$ cat src/rtl/fifo_packer_pkg.sv
// Shared types and constants for the FIFO byte-to-word packer.
package fifo_packer_pkg;

  typedef enum logic [1:0] {
    StIdle,
    StPack,
    StFinish
  } state_e;

  localparam int unsigned DefaultBpwLog2      = 2;
  localparam int unsigned DefaultBytesPerWord = 1 << DefaultBpwLog2;

  function automatic int unsigned bpw_log2(input int unsigned bpw);
    return $clog2(bpw);
  endfunction

endpackage

$ cat src/rtl/packer_out_reg.sv
// Single-entry valid/ready output register holding a packed word and its last flag.
module packer_out_reg #(
  parameter int unsigned WIDTH = 32
) (
  input  logic             clk,
  input  logic             arst_n_in,
  input  logic             load,
  input  logic [WIDTH-1:0] load_word,
  input  logic             load_last,
  input  logic             out_ready,
  output logic [WIDTH-1:0] out_word,
  output logic             out_valid,
  output logic             out_last
);

  always_ff @(posedge clk) begin
    if (!arst_n_in) begin
      out_word  <= '0;
      out_valid <= 1'b0;
      out_last  <= 1'b0;
    end else if (load) begin
      out_word  <= load_word;
      out_valid <= 1'b1;
      out_last  <= load_last;
    end else if (out_valid && out_ready) begin
      out_valid <= 1'b0;
      out_last  <= 1'b0;
    end
  end

endmodule

$ cat src/rtl/fifo_word_packer.sv
// Packs bytes popped from a one-cycle-latency SRAM FIFO into words for the PE-array loader.
module fifo_word_packer
  import fifo_packer_pkg::*;
#(
  parameter int unsigned BYTE_WIDTH     = 8,
  parameter int unsigned BYTES_PER_WORD = DefaultBytesPerWord,
  parameter int unsigned CNT_WIDTH      = 16
) (
  input  logic                               clk,
  input  logic                               arst_n_in,
  input  logic                               start,
  input  logic [CNT_WIDTH-1:0]               cfg_num_words,
  input  logic [BYTE_WIDTH-1:0]              in_data,
  input  logic                               in_valid,
  output logic                               in_ready,
  output logic [BYTE_WIDTH*BYTES_PER_WORD-1:0] out_word,
  output logic                               out_valid,
  input  logic                               out_ready,
  output logic                               out_last,
  output logic                               busy,
  output logic                               done
);

  localparam int unsigned Log2Bpw   = bpw_log2(BYTES_PER_WORD);
  localparam int unsigned WordWidth = BYTE_WIDTH * BYTES_PER_WORD;
  localparam int unsigned PopWidth  = CNT_WIDTH + Log2Bpw;
  localparam int unsigned FillWidth = Log2Bpw + 1;
  localparam logic [FillWidth-1:0] FillFull = FillWidth'(BYTES_PER_WORD);

  state_e                 state_q;
  logic [CNT_WIDTH-1:0]   words_left_q;
  logic [PopWidth-1:0]    bytes_to_pop_q;
  logic [FillWidth-1:0]   fill_q;
  logic                   pending_q;
  logic [WordWidth-1:0]   asm_q;

  logic                   transfer;
  logic [FillWidth-1:0]   fill_eff;

  assign transfer = (state_q == StPack) && (fill_q == FillFull) && (!out_valid || out_ready);
  // A transferring assembly register is already free, so the next word's pops may start now.
  assign fill_eff = transfer ? '0 : fill_q;
  assign in_ready = (state_q == StPack) && in_valid && (bytes_to_pop_q != '0) &&
                    ((fill_eff + FillWidth'(pending_q)) < FillFull);

  assign busy = (state_q != StIdle);
  assign done = (state_q == StFinish);

  always_ff @(posedge clk) begin
    if (!arst_n_in) begin
      state_q        <= StIdle;
      words_left_q   <= '0;
      bytes_to_pop_q <= '0;
      fill_q         <= '0;
      pending_q      <= 1'b0;
      asm_q          <= '0;
    end else begin
      pending_q <= in_ready;
      if (in_ready) begin
        bytes_to_pop_q <= bytes_to_pop_q - PopWidth'(1);
      end
      // SRAM data lands the cycle after the pop, independent of in_valid now.
      if (pending_q) begin
        asm_q[int'(fill_q[Log2Bpw-1:0]) * BYTE_WIDTH +: BYTE_WIDTH] <= in_data;
        fill_q <= fill_q + FillWidth'(1);
      end
      if (transfer) begin
        fill_q       <= '0;
        words_left_q <= words_left_q - CNT_WIDTH'(1);
      end
      unique case (state_q)
        StIdle: begin
          if (start) begin
            if (cfg_num_words != '0) begin
              state_q        <= StPack;
              words_left_q   <= cfg_num_words;
              bytes_to_pop_q <= {cfg_num_words, {Log2Bpw{1'b0}}};
            end else begin
              state_q <= StFinish;
            end
          end
        end
        StPack: begin
          if (out_valid && out_ready && out_last) begin
            state_q <= StFinish;
          end
        end
        StFinish: state_q <= StIdle;
        default:  state_q <= StIdle;
      endcase
    end
  end

  packer_out_reg #(
    .WIDTH (WordWidth)
  ) u_out_reg (
    .clk       (clk),
    .arst_n_in (arst_n_in),
    .load      (transfer),
    .load_word (asm_q),
    .load_last (words_left_q == CNT_WIDTH'(1)),
    .out_ready (out_ready),
    .out_word  (out_word),
    .out_valid (out_valid),
    .out_last  (out_last)
  );

endmodule

$ cat config.mk
export PLATFORM = sky130hd
export DESIGN_NAME = fifo_word_packer
export DESIGN_NICKNAME = d
export VERILOG_FILES = /design/src/rtl/fifo_packer_pkg.sv /design/src/rtl/packer_out_reg.sv /design/src/rtl/fifo_word_packer.sv
export SDC_FILE = /design/constraint.sdc
export NUM_CORES = 1
export LEC_CHECK = 0
export ABC_AREA = 1
export BUFFER_PORTS_ARGS = -buffer_cell sky130_fd_sc_hd__buf_4
export CAP_MARGIN = 20
export CORE_AREA = 2 2 119 121
export CTS_CLUSTER_DIAMETER = 200
export DETAILED_ROUTE_END_ITERATION = 16
export DIE_AREA = 0 0 121 123
export HOLD_SLACK_MARGIN = 0.02
export PLACE_DENSITY = 0.65
export SLEW_MARGIN = 40
export SYNTH_ARGS = -nofsm -noshare
export SYNTH_HDL_FRONTEND = slang
export SYNTH_SLANG_ARGS = --single-unit
$ cat constraint.sdc
create_clock -name clk -period 2.51 [get_ports clk]
set_clock_uncertainty 0.05 [all_clocks]
set_input_delay 0 -clock clk [delete_from_list [all_inputs] [get_ports clk]]
set_output_delay 0 -clock clk [all_outputs]
set_load 0.1 [all_outputs]
-- Word level (Yosys, flattened, before mapping)
Cells that the tools add are included.
- flip-flop bits (word level): 106
- output and inout bits: 37
- logic and storage cells: 57
- add/sub/neg operators: 5
- magnitude comparators: 1
- equality and inequality tests: 6
- shift-type cells: 2
- mux-type cells: 17
- bitwise gates (word level): 1
- reduce and logical (&&, ||, !) cells: 16
- operator list (kind ; count):
    $mux 18 ; 4
    $mux 16 ; 4
    $neg 5->34 ; 1
    $shift 8x34->32 const A ; 1
    $shiftx 8x34->32 ; 1
    $bwmux 32 ; 1
    $reduce_bool 18->1 ; 1
    $sub 18x1->18 const B ; 1
    $eq 16x1->1 const B ; 1
    $reduce_bool 16->1 ; 1
    $sub 16x1->16 const B ; 1
    $logic_and 1x1->1 ; 7
    $mux 2 ; 3
    $pmux 2 s2 ; 1
    $reduce_bool 2->1 ; 2
    $add 3x1->3 ; 1
    $add 3x1->3 const B ; 1
    $eq 3x3->1 const B ; 1
    $lt 3x3->1 const B ; 1
    $mux 1 ; 3
    $mux 3 ; 1
    $eq 2x1->1 const B ; 1
    $eq 2x2->1 const B ; 1
    $logic_not 2->1 ; 1
    other kinds (7) ; 7

-- Depth between registers and ports, before layout
Gate-level depths: netlist of the first run.
- word-level depth: 11
- mapped depth: 14
- depth with buffers taken out: 12

-- Modules after synthesis
From an unflattened synthesis of the first run, not the netlist that was laid out.
- cells, all modules: 721
- area total of the unflattened synthesis: 5014.8 sq um
- by module, submodules not included (module ; times used ; cells an instance ; area an instance (sq um) ; sequential area each (sq um)):
    fifo_word_packer ; 1 ; 572 ; 3823.7 ; 1441.4
    packer_out_reg ; 1 ; 149 ; 1191.1 ; 680.7

-- Worst setup path before layout of the first run
Ideal clock, no wire load.
- path type: register to register
- start: register fill_q[0]
- end: register bytes_to_pop_q[1]
- data arrival time: 2.093 ns
- setup slack: 0.294 ns
- stages on the path, launching flop included: 13
- cell sequence: dfxtp_1 > inv_1 > buf_1 > ha_1 > nand2_1 > inv_1 > nand3_2 > nand3_1 > nand2_1 > nor2_1 > buf_4 > nor2_1 > nor3b_2
- word-level cells in the longest chain between the ends: 11
- ends and longest elaborated chain (item ; line ; text):
    from (decl) ; fifo_word_packer.sv:33 ; logic [FillWidth-1:0] fill_q;
    from (signal assigned) ; fifo_word_packer.sv:65 ; fill_q <= fill_q + FillWidth'(1);
    $eq 3x3->1 ; fifo_word_packer.sv:40 ; assign transfer = (state_q == StPack) && (fill_q == FillFull) && (!out_valid || out_ready);
    $logic_and 1x1->1 (2 in a row) ; fifo_word_packer.sv:40 ;
    $mux 3 * ; fifo_word_packer.sv:42 ; assign fill_eff = transfer ? '0 : fill_q;
    $add 3x1->3 * ; fifo_word_packer.sv:44 ; ((fill_eff + FillWidth'(pending_q)) < FillFull);
    $lt 3x3->1 * ; fifo_word_packer.sv:44 ;
    $logic_and 1x1->1 * ; fifo_word_packer.sv:43 ; assign in_ready = (state_q == StPack) && in_valid && (bytes_to_pop_q != '0) &&
    net in_ready ; fifo_word_packer.sv:15 ; output logic in_ready,
    $mux 18 * ; fifo_word_packer.sv:59 ; if (in_ready) begin
    $mux 18 ; fifo_word_packer.sv:74 ; if (cfg_num_words != '0) begin
    $mux 18 ; fifo_word_packer.sv:73 ; if (start) begin
    $mux 18 * ; fifo_word_packer.sv:71 ; unique case (state_q)
    to (signal assigned) ; fifo_word_packer.sv:60 ; bytes_to_pop_q <= bytes_to_pop_q - PopWidth'(1);
    to (signal assigned) ; fifo_word_packer.sv:77 ; bytes_to_pop_q <= {cfg_num_words, {Log2Bpw{1'b0}}};
    to (decl) ; fifo_word_packer.sv:32 ; logic [PopWidth-1:0] bytes_to_pop_q;
The timed path passes the listed nets; every way through them passes the cells marked *.
A chain may end at the register's enable or synchronous reset.

-- Worst setup path after layout of the first run
- start: register fill_q[1]
- end: output port in_ready
- word-level cells in the longest chain between the ends: 7
- ends and longest elaborated chain (item ; line):
    $eq 3x3->1 ; fifo_word_packer.sv:40
    $logic_and 1x1->1 (2 in a row) ; fifo_word_packer.sv:40
    $mux 3 * ; fifo_word_packer.sv:42
    $add 3x1->3 * ; fifo_word_packer.sv:44
    $lt 3x3->1 * ; fifo_word_packer.sv:44
    $logic_and 1x1->1 * ; fifo_word_packer.sv:43
    to (decl) ; fifo_word_packer.sv:15
Mark *: on every way between the ends. The rest lies on a longest branch, timed or not.

==> impl_metrics.csv, run 1 <==
group,metric,value,unit
die,core_area,13600,sq um
place,io_buffers,65,
layout,multiInputGateArea,2560,sq um
clock_tree,cts_tree,"yes",
sta,rsz0062_at_grt,"false",
sta,tightestPinTransition,0.682,ns
place,gp_congestion,0.829,
sta,max_slew_margin,0.545,
global_route,grt_usage,0.187,
global_route,grt_pass1_vias,4535,
global_route,grt_pass1_wl,21.9,mm
die,dieHeight,123,um
yosys,syn_area,5160,sq um
critical_path,r2r-start,"fill_q[0]",
layout,area_delta_synth_final,20.4,%
critical_path,cp_max_fo,20,
drt,wirelength,13.2,mm
layout,register_area,2120,sq um
pwr,peakVddDrop,0.504,mV
yosys,synthMuxAreaShare,0,
worst_hold_path,min_to,"bytes_to_pop_q[9]",
yosys,synth_area_leader_cell,"dfxtp_1",
sta,drv_slew,0,
yosys,ys_top_cells_by_area,"dfxtp_1, nand2_1, inv_1",
sta,layout_min_cycle_time,2.25,ns
global_route,antenna_found_initial,0,
clock_tree,h-tree-depth,3,
sta,final_hold_viol_count,0,
clock_tree,cts-root-buf,"clkbuf_16",
die,die_w,121,um
yosys,ys_seq_elements,106,
yosys,yosysWarnings,0,
sta,finalSetupViolCount,0,
sta,fin_crit_sh,0.896,
yosys,synth_top_cell_area_share,0.411,
place,dp_hpwl,9.43,mm
sta,final.setup.worst_slack,0.260,ns
yosys,synth_nets,799,
worst_hold_path,holdPathStages,5,
clock_tree,numCtsBuffers,9,
global_route,overflow,0,
worst_hold_path,min_from,"cfg_num_words[7]",
drt,first_pass_iters,4,
flow_run,cap_viol_max_count,0,
critical_path,end_kind,"output port",
yosys,synth_most_common_cell,"nand2_1",
yosys,synth_top_family_by_area,"simple AND/OR/NAND/NOR gates",
yosys,netlist_instances,761,
place,place_ws,0.487,ns
critical_path,cp.arrival,2.20,ns
drt,viasPerCell,4.76,
yosys,async_flop_share,0,
sta,max_freq,445,MHz
die,rows,43,
pwr,cellPowerDensity,643,nW/um^2
drt,antenna_left,0,
yosys,synthTopCellsByCount,"nand2_1, dfxtp_1, inv_1, nor2_1, a21oi_1",
worst_hold_path,hold_path_class,"input pin to flop",
pwr,total_leakage_power,2.82,nW
die,die-area,14900,sq um
yosys,ys_types,35,
yosys,ys_seq_area_frac,0.411,
drt,drc_errors,0,
clock_tree,hold_buffers,13,
yosys,synth-simple-area-share,0.353,
critical_path,slowest_delay,0.37,ns
clock_tree,cts_buffer_depth,2,
critical_path,path_delay_family,"buffers and inverters",
clock_tree,post_cts_resized,0,
critical_path,cp_cell_sequence,"inv_1 -> ha_1 -> nand2_1 -> inv_1 -> nand3_2 -> nand3_1 -> nand2_1 -> nor2_1 -> buf_4 -> buf_4",
layout,diodes,0,
critical_path,path_class,"flop to output port",
yosys,synth_edf_count,0,
yosys,synth_compound_area_frac,0.0982,
clock_tree,post_cts_buffers,0,
clock_tree,clk_latency,0.36,ns
critical_path,reg2reg_depth,6,
layout,fillCellCount,1457,
sta,fin_hold_ws,0.0248,ns
clock_tree,clk_pin_slew_worst_paths,0.08,ns
drt,wl_per_cell,13.0,um
die,initial_utilization,0.379,
critical_path,cpMaxStageDelayCell,"dfxtp_1",
clock_tree,cts.sink_count,106,
global_route,grt_start_max_net_pins,68,
die,io_pins,66,
critical_path,r2r-end,"asm_q[20]",
sta,tns,0,ns
yosys,synth_xor_area_frac,0.0238,
critical_path,path_buf_inv,4,
layout,layout-drive-gt1-share,0.126,
layout,fin_nets,869,
critical_path,required,2.46,ns
critical_path,r2r_slack,0.40,ns
drt,first_iter_violations,316,
status,status,"complete, no violations",
yosys,ys.flop_type,"dfxtp_1",
yosys,synth_adder_area_share,0.0218,
drt,num_vias,4837,
critical_path,crit_path_start_kind,"flop",
yosys,syn_area_per_cell,6.78,sq um
-- where the power goes --
group / switching [W] / internal (W)
Combinational: 0.000465 / 0.000263
Sequential: 0.0000969 / 0.00176
Clock: 0.000705 / 0.000700
Total: 0.00127 / 0.00273
-- final cells by class --
class | count | area share
timing repair buffer | 87 | 0.110
clock inverter | 6 | 0.00906
inverter | 89 | 0.0538
clock buffer | 10 | 0.0369
multi-input combinational | 538 | 0.412
sequential | 106 | 0.342
tap | 180 | 0.0362
-- layer usage --
metal	vias to the layer above	track usage	wire length, um
li1	2556	-	-
met1	2139	0.228	6090
met2	114	0.320	6130
met3	28	0.0457	611
met4	0	0.0676	332
met5	-	0	0
-- registers in the layout (all words and copies together), names as in the netlist --
signal and flops:
asm_q 32, bytes_to_pop_q 18, fill_q 3, pending_q 1, state_q 2, u_out_reg.out_last 1
u_out_reg.out_valid 1, u_out_reg.out_word 32, words_left_q 16
-- worst min-delay path: cells and delay by family --
family / cells / cell delay (ns)
buffers and inverters: 3 / 0.19
AOI/OAI and AO/OA: 1 / 0.12
and+or+nand+nor: 1 / 0.08
-- per-stage QoR --
stage	instances	power, W	area [sq um]	util
floorplan	761	0.00242	5160	-
global placement	987	0.00260	5800	0.426
global route	1016	0.00421	6210	0.456
finish	1016	0.00400	6210	0.456
CTS	1016	0.00403	6210	0.456
detailed placement	987	0.00261	5800	0.426
-- placed cells by master, fill, tap and decap left out, drive strengths merged, types with 16 or more instances in the layout --
master	count
dfxtp	106
o21ai	18
nand3	54
buf	74
inv	92
a21oi	53
nand4	18
nand2	247
a22oi	16
nor2	85
-- kinds of logic (layout without fill, tap and decap cells) --
family	count (synthesis)	count (layout)
XOR/XNOR	14	14
buffers and inverters	117	192
flip-flops	106	106
AO/OA/AOI/OAI	91	91
AND/OR/NAND/NOR	424	424
adder cells (fa/ha/maj)	9	9
-- worst max-delay path by stage --
stage	startpoint	endpoint	depth (start not counted)
2_1_floorplan	fill_q[0]	bytes_to_pop_q[1]	12
3_3_place_gp	fill_q[0]	asm_q[21]	6
3_5_place_dp	fill_q[0]	asm_q[16]	6
4_1_cts	fill_q[1]	in_ready	10
5_1_grt	fill_q[1]	in_ready	10
6_report	fill_q[1]	in_ready	10
No activity file was read; power rests on OpenSTA's default activity.
==> run 2, diff against run 1 <==
- ABC_CLOCK_PERIOD_IN_PS: not set -> 2510
- MAX_ROUTING_LAYER: not set -> met4
==> run 2 against run 1 <==
  * Via count grew 0.19%
  * Wire length up 0.67%
  * Core utilization is 0.092 points lower
  * Count of clock-buffer cells in the layout did not move
  * Global-route usage grew 0.23 points
  * First-iteration DRC count up 1.9%
  * Maximum frequency is 0.13% lower
  * Combinational power about the same
  * Clock power barely moved
  * Setup slack got worse by 0.0030 ns
  * Largest cell class unchanged
  * Largest power group unchanged
  * Highest routed layer unchanged
==> impl_metrics.csv, run 2 (synthesized netlist as in run 1, its figures left out) <==
group,metric,value,unit
layout,diodes,0,
clock_tree,cts_buffer_depth,2,
drt,num_vias,4846,
status,status,"complete, no violations",
layout,layout-drive-gt1-share,0.125,
clock_tree,cts-root-buf,"clkbuf_16",
die,die-area,14900,sq um
layout,fillCellCount,1410,
critical_path,required,2.46,ns
pwr,total_leakage_power,2.82,nW
drt,drc_errors,0,
drt,wirelength,13.3,mm
critical_path,cp.arrival,2.20,ns
sta,max_slew_margin,0.552,
drt,viasPerCell,4.78,
layout,layout_commonest_cell,"nand2_1",
sta,fin_hold_ws,0.0443,ns
global_route,grt_pass1_vias,4398,
drt,first_iter_violations,322,
sta,rsz0062_at_grt,"false",
global_route,overflow,0,
place,place_ws,0.393,ns
clock_tree,cts_tree,"yes",
sta,fin_crit_sh,0.897,
layout,top_regs,"asm_q (32), u_out_reg.out_word (32), bytes_to_pop_q (18)",
critical_path,crit_path_start_kind,"flop",
sta,final_hold_viol_count,0,
die,rows,43,
pwr,peakVddDrop,0.503,mV
clock_tree,clk_latency,0.35,ns
sta,tightestPinTransition,0.671,ns
die,core_area,13600,sq um
global_route,grt_usage,0.189,
clock_tree,h-tree-depth,3,
worst_hold_path,hold_path_class,"input pin to flop",
flow_run,cap_viol_max_count,0,
drt,first_pass_iters,5,
clock_tree,numCtsBuffers,9,
layout,layout_common_cells,"nand2_1, dfxtp_1, inv_1, nor2_1, buf_4",
pwr,cellPowerDensity,639,nW/um^2
clock_tree,post_cts_resized,0,
die,dieHeight,123,um
sta,final.setup.worst_slack,0.257,ns
clock_tree,clk_pin_slew_worst_paths,0.07,ns
layout,fin_nets,867,
sta,max_freq,444,MHz
clock_tree,cts.sink_count,106,
sta,layout_min_cycle_time,2.25,ns
pwr,power,0.00396,W
sta,drv_slew,0,
critical_path,cp_max_fo,20,
critical_path,path_class,"flop to output port",
drt,antenna_left,0,
die,initial_utilization,0.379,
drt,wl_per_cell,13.1,um
die,die_w,121,um
place,gp_congestion,0.844,
sta,finalSetupViolCount,0,
critical_path,r2r_slack,0.38,ns
global_route,grt_start_max_net_pins,68,
die,io_pins,66,
layout,final_core_util,0.456,
critical_path,end_kind,"output port",
sta,tns,0,ns
layout,area_delta_synth_final,20.2,%
global_route,grt_pass1_wl,21.6,mm
place,io_buffers,65,
place,dp_hpwl,9.58,mm
global_route,antenna_found_initial,0,
run 2: changes by cell type in the layout (fill, tap and decap cells not counted):
cell,change
inv_6,-2
clkinv_8,+1
inv_8,-1
buf_4,-1
clkinv_4,+2
dlygate4sd3_1,-1
run 2: layout make-up:
cell class | count | area, sq um | share of cell area
timing repair buffer | 85 | 668 | 0.108
multi-input combinational | 538 | 2560 | 0.413
inverter | 89 | 334 | 0.0539
sequential | 106 | 2120 | 0.342
tap | 180 | 225 | 0.0363
clock buffer | 10 | 229 | 0.0369
clock inverter | 6 | 61.3 | 0.00989
run 2: worst paths after layout:
path | end | cells past startpoint | startpoint
hold / removal | words_left_q[4] | 5 | cfg_num_words[4]
hold reg to reg | u_out_reg.out_word[20] | 2 | asm_q[20]
setup / recovery | in_ready | 10 | fill_q[0]
setup reg to reg | u_out_reg.out_word[15] | 10 | fill_q[0]
run 2: routing by layer:
| layer | track usage | wire, um | vias up |
|---|---|---|---|
| met1 | 0.237 | 6240 | 2168 |
| met2 | 0.300 | 6190 | 102 |
| li1 | - | - | 2551 |
| met3 | 0.0397 | 497 | 25 |
| met5 | - | 0 | - |
| met4 | 0.0719 | 335 | 0 |
run 2: repair_timing:
item | 4_1_cts | 5_1_grt
buffers inserted | 0 | 0
hold buffers | 12 | 0
hold endpoints to repair | 25 | 0
run 2: critical path, cell delays in order, from the launching register on:
cell and delay, ns:
dfxtp_1 0.40, inv_1 0.13, ha_1 0.21, nand2_1 0.07, inv_1 0.08, nand3_2 0.09, nand3_1 0.15, nand2_1 0.07
nor2_1 0.09, buf_4 0.25, buf_4 0.33
run 2: stage by stage:
stage,instance area [sq um],cells
global placement,5790,986
floorplan,5160,761
CTS,6200,1014
detailed placement,5790,986
global route,6200,1014
finish,6200,1014
run 2: where the power goes:
group	internal, W	leakage [nW]	switching [W]	total, W
sequential	0.00176	0.863	0.0000992	0.00186
combinational	0.000263	1.81	0.000468	0.000731
clock	0.000696	0.138	0.000673	0.00137
total	0.00272	2.82	0.00124	0.00396
==> run 3, diff against run 2 <==
- ABC_CLOCK_PERIOD_IN_PS: 2510 -> 2700
- CORE_AREA: 2 2 119 121 -> 2 2 112 114
- DIE_AREA: 0 0 121 123 -> 0 0 114 116
- PLACE_DENSITY: 0.65 -> 0.71
- clock period: 2.51 -> 2.7 ns (I/O delays scaled with it)
==> run 3 against run 2 <==
  * Setup slack better by 0.12 ns
  * Total power down 4.5%
  * Worst hold slack got worse by 0.0013 ns
  * Count of clock-buffer cells in the layout stayed put
  * Cell count down 3.3%
  * Global-route usage grew 2.0 points
  * Sequential power fell by 7%
  * Largest power group unchanged
  * Highest routed layer unchanged
==> impl_metrics.csv, run 3 (synthesized netlist as in run 1, its figures left out) <==
group,metric,value,unit
status,status,"complete, no violations",
drt,antenna_left,0,
worst_hold_path,min_to,"words_left_q[11]",
drt,drc_errors,0,
global_route,antenna_found_initial,0,
global_route,grt_pass1_vias,4527,
sta,layout_min_cycle_time,2.32,ns
die,initial_utilization,0.433,
place,gp_congestion,0.921,
critical_path,path_class,"flop to output port",
drt,num_vias,4909,
sta,max_slew_margin,0.504,
layout,diodes,0,
sta,fin_crit_sh,0.861,
die,die_w,114,um
die,io_pins,66,
critical_path,reg2reg_depth,6,
critical_path,required,2.65,ns
critical_path,r2r_slack,0.60,ns
layout,layout_commonest_cell,"nand2_1",
critical_path,crit_path_start_kind,"flop",
drt,viasPerCell,5.00,
worst_hold_path,min_from,"cfg_num_words[11]",
drt,wirelength,12.8,mm
worst_hold_path,holdPathStages,5,
critical_path,end_kind,"output port",
clock_tree,clk_pin_slew_worst_paths,0.08,ns
clock_tree,cts_tree,"yes",
clock_tree,cts_buffer_depth,2,
clock_tree,clk_latency,0.36,ns
clock_tree,cts.sink_count,106,
sta,finalSetupViolCount,0,
layout,fin_nets,867,
clock_tree,cts-root-buf,"clkbuf_16",
clock_tree,numCtsBuffers,9,
sta,tightestPinTransition,0.743,ns
sta,tns,0,ns
flow_run,cap_viol_max_count,0,
place,dp_hpwl,9.10,mm
die,core_area,11900,sq um
place,io_buffers,65,
drt,first_pass_iters,5,
sta,rsz0062_at_grt,"false",
layout,fillCellCount,1200,
global_route,grt_usage,0.209,
worst_hold_path,hold_path_class,"input pin to flop",
sta,drv_slew,0,
layout,layout_common_cells,"nand2_1, dfxtp_1, inv_1, nor2_1, buf_4",
die,dieHeight,116,um
drt,wl_per_cell,13.0,um
global_route,grt_pass1_wl,21.3,mm
pwr,power,0.00379,W
sta,final_hold_viol_count,0,
layout,layout-drive-gt1-share,0.122,
layout,multiInputGateArea,2560,sq um
pwr,total_leakage_power,2.83,nW
global_route,grt_start_max_net_pins,50,
layout,register_area,2120,sq um
pwr,cellPowerDensity,612,nW/um^2
critical_path,r2r-end,"asm_q[18]",
critical_path,cp.arrival,2.27,ns
clock_tree,post_cts_buffers,0,
sta,max_freq,430,MHz
clock_tree,h-tree-depth,3,
critical_path,cp_max_fo,20,
drt,first_iter_violations,301,
die,rows,40,
critical_path,r2r-start,"fill_q[0]",
layout,top_regs,"asm_q (32), u_out_reg.out_word (32), bytes_to_pop_q (18)",
layout,area_delta_synth_final,19.9,%
die,die-area,13200,sq um
pwr,peakVddDrop,0.341,mV
global_route,overflow,0,
==> run 3: cell type report <==
class / instances / share of cell area
multi-input cells: 538 / 0.414
clock inverters: 6 / 0.0131
clock buffers: 10 / 0.0370
flip-flops and latches: 106 / 0.343
inverters: 89 / 0.0540
repair buffers: 85 / 0.109
well taps: 147 / 0.0297
==> run 3: worst max-delay path by stage <==
stage               from  cells after the start            endpoint
2_1_floorplan  fill_q[0]                     12   bytes_to_pop_q[1]
3_3_place_gp   fill_q[0]                      6           asm_q[18]
3_5_place_dp   fill_q[0]                      8  u_out_reg.out_last
4_1_cts        fill_q[0]                     10            in_ready
5_1_grt        fill_q[0]                     10            in_ready
6_report       fill_q[0]                     10            in_ready
==> run 3: routing by layer <==
layer	wire length [um]	global-route usage	up-vias
met2	6140	0.350	122
met4	280	0.0813	0
met1	5760	0.247	2205
li1	-	-	2556
met5	0	-	-
met3	583	0.0413	26
==> run 3: critical path, stage by stage, from the launching register on <==
cell     delay (ns)
dfxtp_1        0.40
inv_1          0.11
ha_1           0.18
nand2_1        0.06
inv_1          0.08
nand3_2        0.18
nand3_1        0.18
nand2_1        0.07
nor2_1         0.09
buf_4          0.24
buf_4          0.33
==> run 3: what timing repair did <==
item,CTS,global route
resized for setup,0,0
endpoints found under the hold margin,26,0
hold buffers,14,0
==> run 3: stage by stage <==
| step | area [sq um] | hold WS, ns | setup slack (ns) | utilization | std cells |
|---|---|---|---|---|---|
| floorplan | 5160 | 0.0910 | 0.484 | - | 761 |
| global placement | 5730 | 0.257 | 0.690 | 0.481 | 951 |
| detailed placement | 5730 | 0.260 | 0.632 | 0.481 | 951 |
| CTS | 6180 | 0.0258 | 0.360 | 0.519 | 981 |
| global route | 6180 | 0.0620 | 0.173 | 0.519 | 981 |
| finish | 6180 | 0.0430 | 0.375 | 0.519 | 981 |
==> run 3: where the power goes <==
part	total [W]	internal, W	switching [W]
Combinational	0.000680	0.000248	0.000432
Sequential	0.00173	0.00164	0.0000902
Clock	0.00138	0.000745	0.000631
Total	0.00379	0.00263	0.00115
